===== src/rtl/rns_seq_pkg.sv =====
// Shared types and timing constants for the RNS error-polynomial sequencer.
package rns_seq_pkg;

  typedef enum logic [2:0] {
    IDLE  = 3'd0,
    PRIME = 3'd1,
    SWEEP = 3'd2,
    DRAIN = 3'd3,
    FIN   = 3'd4
  } seq_state_t;

  localparam int BRAM_RD_LAT  = 2;
  localparam int DI_DELAY     = 1;
  // Hold q and mod_idx long enough for the converter's last in-flight write.
  localparam int DRAIN_CYCLES = BRAM_RD_LAT + DI_DELAY - 1;
  localparam int DRAIN_W      = $clog2(DRAIN_CYCLES + 1);

endpackage


===== src/rtl/rns_modulus_table.sv =====
// MAXL x LOGQ modulus register file: one synchronous write port, one async read port.
module rns_modulus_table #(
  parameter int MAXL = 8,
  parameter int LOGL = 3,
  parameter int LOGQ = 54
) (
  input  logic            clk,
  input  logic            rst_n,
  input  logic            we,
  input  logic [LOGL-1:0] wr_idx,
  input  logic [LOGQ-1:0] wr_data,
  input  logic [LOGL-1:0] rd_idx,
  output logic [LOGQ-1:0] rd_data
);

  logic [LOGQ-1:0] regs [MAXL];

  always_ff @(posedge clk) begin
    if (!rst_n) begin
      for (int i = 0; i < MAXL; i++) regs[i] <= '0;
    end else if (we && (int'(wr_idx) < MAXL)) begin
      regs[wr_idx] <= wr_data;
    end
  end

  assign rd_data = (int'(rd_idx) < MAXL) ? regs[rd_idx] : '0;

endmodule


===== src/rtl/rns_error_sequencer.sv =====
// Walks every active RNS modulus, sweeping the error-BRAM address 0..N-1 and
// qualifying the converter's delayed write-enable via done_internal.
//
// state | meaning
// IDLE  | waiting for start; table writable
// PRIME | load q for mod_idx, address 0 presented
// SWEEP | read_addr counts 0..N-1
// DRAIN | converter pipeline flush, q/mod_idx/read_addr held
// FIN   | one-cycle done pulse
module rns_error_sequencer
  import rns_seq_pkg::*;
#(
  parameter int N    = 8192,
  parameter int LOGN = 13,
  parameter int LOGQ = 54,
  parameter int MAXL = 8,
  parameter int LOGL = 3
) (
  input  logic            clk,
  input  logic            rst_n,
  input  logic            cfg_we,
  input  logic [LOGL-1:0] cfg_idx,
  input  logic [LOGQ-1:0] cfg_q,
  input  logic            start,
  input  logic [LOGL:0]   num_moduli,
  output logic            busy,
  output logic            done,
  output logic [LOGN-1:0] read_addr,
  output logic            done_internal,
  output logic [LOGQ-1:0] q,
  output logic [LOGL-1:0] mod_idx
);

  seq_state_t state, state_nxt;

  logic [LOGL:0]        count;
  logic [LOGL:0]        num_c;
  logic [LOGL-1:0]      mod_idx_nxt;
  logic [LOGQ-1:0]      tbl_rd;
  logic [DRAIN_W-1:0]   drain_cnt;
  logic                 last_addr;
  logic                 more_moduli;
  logic                 enter_prime;

  rns_modulus_table #(
    .MAXL (MAXL),
    .LOGL (LOGL),
    .LOGQ (LOGQ)
  ) u_table (
    .clk     (clk),
    .rst_n   (rst_n),
    .we      (cfg_we && !busy),
    .wr_idx  (cfg_idx),
    .wr_data (cfg_q),
    .rd_idx  (mod_idx_nxt),
    .rd_data (tbl_rd)
  );

  assign num_c       = (num_moduli > (LOGL+1)'(MAXL)) ? (LOGL+1)'(MAXL) : num_moduli;
  assign last_addr   = (read_addr == LOGN'(N - 1));
  assign more_moduli = (({1'b0, mod_idx} + (LOGL+1)'(1)) < count);
  assign enter_prime = (state_nxt == PRIME) && (state != PRIME);
  assign mod_idx_nxt = (state == IDLE) ? '0 : mod_idx + LOGL'(1);

  always_ff @(posedge clk) begin
    if (!rst_n) state <= IDLE;
    else        state <= state_nxt;
  end

  always_comb begin
    state_nxt = state;
    case (state)
      IDLE:  if (start) state_nxt = (num_moduli == '0) ? FIN : PRIME;
      PRIME: state_nxt = SWEEP;
      SWEEP: if (last_addr) state_nxt = DRAIN;
      DRAIN: if (drain_cnt == '0) state_nxt = more_moduli ? PRIME : FIN;
      FIN:   state_nxt = IDLE;
      default: state_nxt = IDLE;
    endcase
  end

  always_comb begin
    busy          = (state == PRIME) || (state == SWEEP) || (state == DRAIN);
    done          = (state == FIN);
    done_internal = !((state == PRIME) || ((state == SWEEP) && !last_addr));
  end

  // Address counter, modulus index, latched q and the drain down-counter.
  always_ff @(posedge clk) begin
    if (!rst_n) begin
      count     <= '0;
      mod_idx   <= '0;
      q         <= '0;
      read_addr <= '0;
      drain_cnt <= '0;
    end else begin
      if ((state == IDLE) && start) begin
        count   <= num_c;
        mod_idx <= '0;
      end
      if (enter_prime) begin
        mod_idx   <= mod_idx_nxt;
        q         <= tbl_rd;
        read_addr <= '0;
      end else if ((state == SWEEP) && !last_addr) begin
        read_addr <= read_addr + LOGN'(1);
      end else if (state == FIN) begin
        read_addr <= '0;
      end
      if (state == SWEEP) begin
        drain_cnt <= DRAIN_W'(DRAIN_CYCLES - 1);
      end else if ((state == DRAIN) && (drain_cnt != '0)) begin
        drain_cnt <= drain_cnt - DRAIN_W'(1);
      end
    end
  end

endmodule


===== config.mk =====
export PLATFORM = sky130hd
export DESIGN_NAME = rns_error_sequencer
export DESIGN_NICKNAME = d
export VERILOG_FILES = /design/src/rtl/rns_seq_pkg.sv /design/src/rtl/rns_modulus_table.sv /design/src/rtl/rns_error_sequencer.sv
export SDC_FILE = /design/constraint.sdc
export NUM_CORES = 1
export LEC_CHECK = 0
export BUFFER_PORTS_ARGS = -buffer_cell sky130_fd_sc_hd__buf_2
export CAP_MARGIN = 20
export CELL_PAD_IN_SITES_DETAIL_PLACEMENT = 1
export CELL_PAD_IN_SITES_GLOBAL_PLACEMENT = 2
export CORE_MARGIN = 5
export CORE_UTILIZATION = 43
export CTS_CLUSTER_DIAMETER = 60
export CTS_CLUSTER_SIZE = 14
export DETAILED_ROUTE_END_ITERATION = 8
export PLACE_DENSITY_LB_ADDON = 0.1
export SLEW_MARGIN = 20
export SYNTH_ARGS = -nofsm -noshare
export SYNTH_HDL_FRONTEND = slang
export SYNTH_SLANG_ARGS = --single-unit

===== constraint.sdc =====
create_clock -name clk -period 6.75 [get_ports clk]
set_clock_uncertainty 0.2 [all_clocks]
set_input_delay 0.675 -clock clk [delete_from_list [all_inputs] [get_ports clk]]
set_output_delay 0.675 -clock clk [all_outputs]
set_load 0.03 [all_outputs]

[After elaboration in Yosys (flattened, before gate mapping)]
Memory sizes are Yosys's and may differ from the RTL's. A register that Yosys moved wholly into a read port is not among the register bits.
Cells that the tools add are included.
Storage, ports and cells
  register bits: 25
  RAM bits: 432
  input port bits: 65
  output and inout port bits: 73
  memories: 1
Memory list
  u_table.regs: depth 8, width 54, rd ports 1, clocked after memory_dff 1, write ports 8, RTL line rns_modulus_table.sv:16  | logic [LOGQ-1:0] regs [MAXL];
Cells by class
  add/sub/neg operators: 4
  $lt $le $gt $ge: 2
  equal/unequal tests: 7
  muxes and demuxes: 21
  bitwise logic cells: 1
  reduce and logical (&&, ||, !) cells: 22
Operators by type and width (number)
  $mux 54: 1
  $reduce_or 54->1: 1
  $mux 3: 9
  $mux 13: 2
  $add 13x1->13 const B: 1
  $eq 13x13->1 const B: 1
  $pmux 3 s4: 1
  $reduce_bool 2->1: 4
  $mux 1: 7
  $eq 3x1->1 const B: 2
  $eq 3x2->1 const B: 2
  $logic_and 1x1->1: 5
  $add 3x1->4 const B: 1
  $gt 4x4->1 const B: 1
  $logic_not 1->1: 4
  $logic_not 4->1: 1
  $lt 4x4->1: 1
  $mux 4: 1
  $reduce_or 2->1: 2
  $add 3x1->3 const B: 1
  $eq 3x3->1 const B: 1
  $logic_not 3->1: 1
  $logic_or 1x1->1: 3
  $ne 3x1->1 const B: 1
  other kinds (3): 3

[Depth between registers and ports, before layout]
Gate-level depths: netlist (run 1).
  word-level depth: 10
  gate-level depth with buffers: 13
  gate-level depth less buffers: 9

[Modules after synthesis]
Synthesis (run 1) repeated with hierarchy kept, for this count alone.
Unflattened totals
  cell total of the unflattened synthesis: 1631
  area, all modules: 22659.2 µm²
By module, submodules not included
  rns_modulus_table: times used 1, cells an instance 1221, area each 18990.7 µm²
  rns_error_sequencer: times used 1, cells an instance 410, area each 3668.5 µm²

[Least setup slack after synthesis (run 1)]
No wires, ideal clock.
  path type: register -> register
  start point: reg state[1]
  end point: mem u_table.regs[4][0], enable pin
  library setup time: 0.540 ns
  arrival time: 5.078 ns
  required time: 6.010 ns
  path slack: 0.931 ns
  cell stages (with the launch flop): 7
  path buffers: 2
  clock period less this slack: 5.819 ns
  cells stage by stage: dfxtp_1 buf_6 nor2_4 nor2_1 or3_1 buf_2 o21ai_0
RTL lines
  start, declared: RTL line rns_error_sequencer.sv:34  | seq_state_t state, state_nxt;
  start signal, assigned: RTL line rns_error_sequencer.sv:67  | else state <= state_nxt;
  end, declared: RTL line rns_modulus_table.sv:16

[Worst setup path after layout (run 1)]
  start point: reg mod_idx[0]
  end point: reg mod_idx[0]
On the way
  word-level cells in the longest chain between the ends: 8
  elaborated cells on any way between the ends: 11
  classes of those cells: add/sub: 2; order compare: 1; eq/ne: 1; mux: 5; reduce/logical: 2
Ends and longest elaborated chain
  start, declared: RTL line rns_error_sequencer.sv:31  | output logic [LOGL-1:0] mod_idx
  start signal, assigned: RTL line rns_error_sequencer.sv:102  | mod_idx <= mod_idx_nxt;
  $add 3x1->4: RTL line rns_error_sequencer.sv:61  | assign more_moduli = (({1'b0, mod_idx} + (LOGL+1)'(1)) < count);
  $lt 4x4->1: RTL line rns_error_sequencer.sv:61
  $mux 3 (2 in series): RTL line rns_error_sequencer.sv:76  | DRAIN: if (drain_cnt == '0) state_nxt = more_moduli ? PRIME : FIN;
  $pmux 3 s4: RTL line rns_error_sequencer.sv:72  | case (state)
  $eq 3x1->1: RTL line rns_error_sequencer.sv:62  | assign enter_prime = (state_nxt == PRIME) && (state != PRIME);
  $logic_and 1x1->1: RTL line rns_error_sequencer.sv:62
  $mux 3 or $reduce_bool 2->1 (tied branches)
Several ways; a longest one is shown, not always the timed one.
A chain may end at the register's enable or synchronous reset.

==> impl_summary.txt, run 1 <==
----------------------------------------------------
[Synth]
  Area share of the leading cell type in the synthesized netlist ... 0.580
  Area of the mapped netlist ... 22400 µm²
  Cell variety after synth ... 55
  Share of the yosys chip area belonging to registers ... 0.651
  Commonest cells in the synthesized netlist ... sky130_fd_sc_hd__and2_1 (432), sky130_fd_sc_hd__edfxtp_1 (432), sky130_fd_sc_hd__mux2i_1 (107)
  #FFs+latches synth ... 511
  Number of nets in the synthesized netlist ... 1797
  Mapped Cells ... 1726
  Fraction of synthesis flops using an asynchronous set or reset pin ... 0
  Flip-flop cell with the highest count after synthesis ... sky130_fd_sc_hd__edfxtp_1
  Count of flip-flops with a built-in enable after synthesis ... 432
  Avg Synthesized Cell Area ... 13.0 µm²
  Top area cells in the synthesized netlist ... sky130_fd_sc_hd__edfxtp_1 (58%), sky130_fd_sc_hd__and2_1 (12%), sky130_fd_sc_hd__dfxtp_1 (7.1%)
  Synthesis warning total ... 0
  Dominant cell type by area after synthesis ... sky130_fd_sc_hd__edfxtp_1

[Clock tree]
  Clock Sinks ... 511
  CTS buffer count ... 47
  Bufs on Longest Clock Path ... 3
  Post-CTS Setup Repair Bufs ... 0
  Clock latency on the worst-skew pair ... 0.60 ns
  Count of cells resized by post-cts repair ... 0
  H-Tree Level Count ... 2
  # hold bufs at CTS ... 0
  CTS tree ... built
  Clock slew at the register clock pins of the worst setup and hold paths ... 0.06 ns
  Clock tree root buffer cell ... sky130_fd_sc_hd__clkbuf_16

[Hold path]
  Worst hold path cell count ... 3
  Hold Path Sink ... count[3]
  Origin of the worst min-delay path ... num_moduli[3]
  Type of the most critical hold path ... input port to register

[Detailed routing]
  DR pass1 iterations ... 5
  # DRC ... 0
  Detailed-route via count ... 14600
  Count of nets left with antenna violations after detail routing ... 0
  Via density per instance ... 5.76
  Mean routed wirelength per cell ... 25.7 µm
  DRC violation total after the first TritonRoute iteration ... 1055
  Post-Route WL ... 64900 µm

[Layout]
  Area taken by flip-flops and latches ... 14600 µm²
  Nets ... 1883
  Layout-stage area growth over the synthesis result ... 13.1%
  Number of filler instances in the final layout ... 5198
  Fraction of layout instances using a drive strength above 1 ... 0.146
  Area taken by multi-input logic gates ... 7390 µm²

[Setup path]
  Crit-path max FO ... 57
  CP cell instances ... ha_1, xnor2_2, buf_4, inv_2, ha_1, or3_1, o22a_1, a311o_2, buf_4, or3_1, a21boi_1
  Required arrival time at the worst endpoint ... 7.06 ns
  Library cell contributing the largest single delay on the critical path ... sky130_fd_sc_hd__buf_4
  Worst reg-to-reg setup slack ... 2.47 ns
  Category of the critical setup timing path ... register to register
  Critical Path Sink Type ... register
  RR Endpoint ... mod_idx[0]
  Delay of the slowest critical-path stage ... 0.66 ns
  Category of the worst setup path launch point ... register
  Data arrival at the endpoint of the critical path ... 4.60 ns
  Worst reg2reg startpoint ... mod_idx[0]
  Worst-case reg-to-reg path depth ... 11

[Pwr]
  Portion of total power attributed to sequential cells ... 0.518
  Switching share of total power ... 0.250
  Fraction of power consumed by the clock network ... 0.390
  VDD IR-drop max ... 0.188 mV
  Switching power total ... 1.76 mW
  Int Power ... 5.27 mW
  PwrDens ... 278 nW/µm²
  Total leakage power ... 9.10 nW
  Combinational power share ... 0.092

[Timing]
  Max-slew violation count ... 0
  Share of the clock period used by the worst path after layout ... 0.634
  Pin slew with the least headroom to its limit ... 1.03 ns
  Worst-case headroom to the max-slew limit ... 0.311
  Setup TNS after final layout ... 0 ns
  Fmax ... 0.234 GHz
  RSZ-0062 raised after global routing ... false
  Setup violation total in the final timing report ... 0
  Fin crit period ... 4.28 ns
  Tightest hold margin ... 0.229 ns
  Final Hold Fails ... 0

[Die]
  Effective utilization at floorplan ... 0.435
  Die area ... 56700 µm²
  I/O Pins ... 138
  Floorplan Core Area ... 51400 µm²
  Die width ... 238 µm
  Standard-cell rows ... 83
  Floorplan die height ... 238 µm

[Placement]
  Global placement routability congestion ... 0.744
  Post-detailed-placement half-perimeter wirelength ... 34500 µm
  Count of buffers inserted at the top-level ports ... 137

[GRT]
  Number of global-route vias before repair ... 15300
  Remaining global-route overflow ... 0
  Wire length of the first global-routing pass ... 97500 µm
  Pin count of the biggest net entering global routing ... 109
  Overall fraction of global-route tracks in use ... 0.225
  Antenna violations before repair ... 3

[Job]
  Max Cap Viol ... 0

[Status]
  Status ... finished clean

----------------------------------------------------
-- worst max-delay path by stage --
| stage | from | endpoint | slack [ns] | cells past startpoint |
|---|---|---|---|---|
| finish | mod_idx[0] | mod_idx[0] | 2.47 | 11 |
| global route | mod_idx[0] | mod_idx[0] | 2.29 | 11 |
| CTS | mod_idx[0] | mod_idx[0] | 2.46 | 11 |
| detailed placement | rst_n | u_table.regs[0][34] | 2.28 | 7 |
| global placement | rst_n | u_table.regs[0][11] | 2.33 | 7 |
| floorplan | state[1] | u_table.regs[4][0] | 0.93 | 6 |
-- layout by cell type, fill, tap and decap left out, drive strengths merged, types with 6 or more instances in the layout --
cell / netlist / routed
a21oi: 16 / 16
a22o: 54 / 54
a31oi: 55 / 55
and2: 432 / 432
buf: 39 / 166
clkbuf: 90 / 69
clkinv: 0 / 10
dfxtp: 79 / 79
edfxtp: 432 / 432
ha: 6 / 6
inv: 8 / 9
mux2i: 107 / 107
nand2: 75 / 75
nand3: 66 / 66
nor2: 21 / 21
nor3: 8 / 8
o21ai: 63 / 63
o221ai: 54 / 54
o31ai: 54 / 54
or3: 7 / 7
-- kinds of logic after synthesis --
| group | share of synthesized area |
|---|---|
| AO/OA/AOI/OAI | 0.103 |
| multiplexers | 0.0489 |
| buffers and inverters | 0.0257 |
| flip-flops | 0.651 |
| adder cells (fa/ha/maj) | 0.00336 |
| XOR/XNOR | 0.000784 |
| AND/OR/NAND/NOR | 0.168 |
-- sequential cells by signal, indices dropped and copies added (netlist names) --
register,count
count,4
drain_cnt,2
mod_idx,3
q,54
read_addr,13
state,3
u_table.regs,432
-- cell type report --
type,instances,share of cell area
flip-flops and latches,511,0.576
multi-input cells,1078,0.292
clock buffers,69,0.0522
repair buffers,166,0.0363
well taps,680,0.0336
clock inverters,17,0.00881
inverters,8,0.00119
diodes,1,0.0000990
-- through the flow --
step / utilization / cells / power, mW / setup slack (ns) / instance area, µm²
2_1_floorplan: - / 1726 / 4.08 / 0.931 / 22400
3_3_place_gp: 0.462 / 2443 / 4.34 / 2.33 / 23700
3_5_place_dp: 0.462 / 2443 / 4.36 / 2.28 / 23700
4_1_cts: 0.492 / 2529 / 7.10 / 2.46 / 25300
5_1_grt: 0.492 / 2529 / 7.27 / 2.29 / 25300
6_report: 0.492 / 2530 / 7.03 / 2.47 / 25300
-- worst max-delay path: cells and delay by family (launching register included) --
| family | cells | cell delay [ns] |
|---|---|---|
| AO/OA/AOI/OAI | 3 | 0.89 |
| XOR/XNOR | 1 | 0.11 |
| adder cells (fa/ha/maj) | 2 | 0.48 |
| buffers and inverters | 3 | 1.16 |
| flip-flops | 1 | 0.56 |
| AND/OR/NAND/NOR | 2 | 0.77 |
-- power by group through the flow --
stage	registers, mW	clock network, mW	logic (mW)
6_report	3.64	2.74	0.646
5_1_grt	3.65	2.93	0.694
4_1_cts	3.64	2.80	0.656
3_5_place_dp	3.71	0	0.654
3_3_place_gp	3.70	0	0.642
2_1_floorplan	3.77	0	0.310
-- layer usage --
metal	part of all wire	global-route usage
met1	0.43	0.303
met2	0.50	0.390
met3	0.051	0.0311
met4	0.018	0.0513
met5	0.00020	0
(Power assumes the default switching activity.)
==> inputs of run 2 (changes only) <==
==> constraint.sdc (replaced) <==
create_clock -name clk -period 4.4 [get_ports clk]
set_clock_uncertainty 0.2 [all_clocks]
set_input_delay 0.44 -clock clk [delete_from_list [all_inputs] [get_ports clk]]
set_output_delay 0.44 -clock clk [all_outputs]
set_load 0.03 [all_outputs]
==> run 2 against run 1 <==
Effect of this change: sequential cell count stayed put; fmax is 20% higher; via count is 0.27% higher; setup slack worse by 1.6 ns; sequential share of layout area is 0.44 points lower; die area stayed put; clock-buffer cell count is 1 higher; combinational power is 59% higher.
==> impl_summary.txt, run 2 (same netlist as run 1, synthesis figures left out) <==
----------------------------------------------------
[Status]
  Status ... finished clean

[Die]
  I/O Pins ... 138 (unchanged)
  Floorplan Core Area ... 51400 µm² (unchanged)
  Die width ... 238 µm (unchanged)
  Floorplan die height ... 238 µm (unchanged)
  Effective utilization at floorplan ... 0.435 (unchanged)
  Die area ... 56700 µm² (unchanged)
  Standard-cell rows ... 83 (unchanged)

[Detailed routing]
  Met3 wire length ... 3160 µm (-5.0%)
  Mean routed wirelength per cell ... 25.3 µm (-1.3%)
  Detailed-route via count ... 14600 (+0.27%)
  # DRC ... 0 (unchanged)
  DR pass1 iterations ... 5 (unchanged)
  Highest routed layer ... met4
  Count of nets left with antenna violations after detail routing ... 0 (unchanged)
  Met2 wire len ... 31800 µm (-1.4%)
  Post-Route WL ... 64500 µm (-0.66%)
  DRC violation total after the first TritonRoute iteration ... 939 (-11%)
  Via density per instance ... 5.74 (-0.36%)
  Post-Route M1 WL ... 28500 µm (+0.93%)

[Setup path]
  Worst reg-to-reg setup slack ... 0.83 ns (-1.64 ns)
  Category of the worst setup path launch point ... register
  Worst-case reg-to-reg path depth ... 8 (-3)
  Crit-path max FO ... 34 (-40%)
  Required arrival time at the worst endpoint ... 4.68 ns (-2.38 ns)
  Critical Path Sink Type ... register
  Data arrival at the endpoint of the critical path ... 3.84 ns (-0.76 ns)
  Category of the critical setup timing path ... register to register
  Worst reg2reg startpoint ... mod_idx[0]
  RR Endpoint ... mod_idx[2]

[Layout]
  Nets ... 1903 (+1.1%)
  Number of filler instances in the final layout ... 5229 (+0.60%)
  Commonest cells after routing, fill and taps aside ... sky130_fd_sc_hd__and2_1 (432), sky130_fd_sc_hd__edfxtp_1 (432), sky130_fd_sc_hd__buf_2 (136), sky130_fd_sc_hd__mux2i_1 (107), sky130_fd_sc_hd__dfxtp_1 (79)
  Ant. Diodes ... 0 (-1)
  Fraction of layout instances using a drive strength above 1 ... 0.153 (+0.00671)
  Top register by number of flip-flops ... u_table.regs
  Layout-stage area growth over the synthesis result ... 14.0%
  Largest registers ... u_table.regs (432), q (54), read_addr (13)
  Max reg flops ... 432 (unchanged)

[Clock tree]
  Count of cells resized by post-cts repair ... 0 (unchanged)
  CTS tree ... built
  Bufs on Longest Clock Path ... 3 (unchanged)
  Clock tree root buffer cell ... sky130_fd_sc_hd__clkbuf_16
  H-Tree Level Count ... 2 (unchanged)
  # hold bufs at CTS ... 4 (+4)
  Post-CTS Setup Repair Bufs ... 0 (unchanged)
  CTS buffer count ... 47 (unchanged)
  Clock slew at the register clock pins of the worst setup and hold paths ... 0.07 ns (about the same)
  Clock latency on the worst-skew pair ... 0.58 ns (-0.02 ns)
  Clock Sinks ... 511 (unchanged)

[GRT]
  Remaining global-route overflow ... 0 (unchanged)
  Antenna violations before repair ... 1 (-2)
  Number of global-route vias before repair ... 15300 (+0.059%)
  Pin count of the biggest net entering global routing ... 109 (unchanged)
  Overall fraction of global-route tracks in use ... 0.223 (-0.00190)
  Wire length of the first global-routing pass ... 96400 µm (-1.1%)

[Timing]
  Max-slew violation count ... 0 (unchanged)
  Fmax ... 0.280 GHz (+20%)
  Worst-case headroom to the max-slew limit ... 0.423 (+0.112)
  Setup violation total in the final timing report ... 0 (unchanged)
  Setup TNS after final layout ... 0 ns (unchanged)
  Fin crit period ... 3.57 ns (-0.715 ns)
  Share of the clock period used by the worst path after layout ... 0.811 (+0.176)
  Final Hold Fails ... 0 (unchanged)
  Pin slew with the least headroom to its limit ... 0.863 ns (-0.167 ns)
  RSZ-0062 raised after global routing ... false

[Pwr]
  Total design power ... 10.6 mW (+51%)
  PwrDens ... 416 nW/µm² (+50%)
  Switching power total ... 2.64 mW (+50%)
  VDD IR-drop max ... 0.233 mV (+23%)
  Total leakage power ... 9.19 nW (+0.94%)
  Int Power ... 7.95 mW (+51%)
  Combinational power share ... 0.097 (+0.005)
  Switching share of total power ... 0.249 (-0.000854)
  Fraction of power consumed by the clock network ... 0.376 (-0.014)
  Portion of total power attributed to sequential cells ... 0.527 (+0.009)

[Hold path]
  Origin of the worst min-delay path ... cfg_q[48]
  Hold Path Sink ... u_table.regs[4][48]
  Type of the most critical hold path ... input port to register
  Worst hold path cell count ... 2 (-1)

[Job]
  Max Cap Viol ... 0 (unchanged)

[Placement]
  Count of buffers inserted at the top-level ports ... 137 (unchanged)
  Post-detailed-placement half-perimeter wirelength ... 35300 µm (+2.3%)
  Global placement routability congestion ... 0.737 (-0.87%)

----------------------------------------------------
## run 2: cell count changes in the layout (fill, tap and decap cells not counted), sizes merged
| cell | previous run | this run |
|---|---|---|
| diode | 1 | 0 |
| clkbuf | 69 | 70 |
| buf | 166 | 182 |
| clkinvlp | 2 | 4 |
| bufinv | 4 | 1 |
| dlygate4sd3 | 0 | 4 |
| clkinv | 10 | 7 |
## run 2: per-layer routing
layer,track usage,up-vias
met2,0.385,339
li1,-,6602
met4,0.0470,0
met1,0.307,7603
met5,0,-
met3,0.0255,70
## run 2: layout make-up
type,instances,area [µm²],share of cell area
sequential,511,14600,0.571
timing repair buffer,186,1220,0.0477
multi-input combinational,1078,7380,0.290
tap,680,851,0.0334
inverter,8,30.0,0.00118
clock buffer,70,1350,0.0528
clock inverter,13,106,0.00417
## run 2: power by group through the flow
stage	clock, mW	combinational, mW	sequential, mW
5_1_grt	4.26	1.10	5.60
6_report	3.98	1.03	5.58
3_3_place_gp	0	1.02	5.68
3_5_place_dp	0	1.03	5.69
4_1_cts	4.07	1.04	5.58
2_1_floorplan	0	0.476	5.78
## run 2: critical path, cell delays in order (launching register included)
cell	delay (ns)
sky130_fd_sc_hd__dfxtp_1	0.56
sky130_fd_sc_hd__ha_1	0.40
sky130_fd_sc_hd__ha_1	0.31
sky130_fd_sc_hd__a21boi_0	0.20
sky130_fd_sc_hd__o22a_1	0.22
sky130_fd_sc_hd__a311o_2	0.68
sky130_fd_sc_hd__buf_4	0.60
sky130_fd_sc_hd__nor2_1	0.09
sky130_fd_sc_hd__o21a_1	0.20
## run 2: worst max path at each step
stage | start | end | slack (ns) | cells after the start
global placement | mod_idx[0] | mod_idx[2] | 0.88 | 8
floorplan | state[1] | u_table.regs[4][0] | -1.42 | 6
CTS | mod_idx[0] | mod_idx[2] | 0.79 | 8
global route | mod_idx[0] | read_addr[7] | 0.57 | 7
detailed placement | mod_idx[0] | mod_idx[2] | 0.82 | 8
finish | mod_idx[0] | mod_idx[2] | 0.83 | 8
## run 2: through the flow
step	hold WS, ns	cells	setup slack [ns]	utilization	area, µm²
3_3_place_gp	0.258	2459	0.880	0.467	24000
5_1_grt	0.0290	2546	0.573	0.496	25500
6_report	0.0265	2546	0.832	0.496	25500
4_1_cts	0.000277	2546	0.789	0.496	25500
3_5_place_dp	0.266	2459	0.817	0.467	24000
2_1_floorplan	0.244	1726	-1.42	-	22400
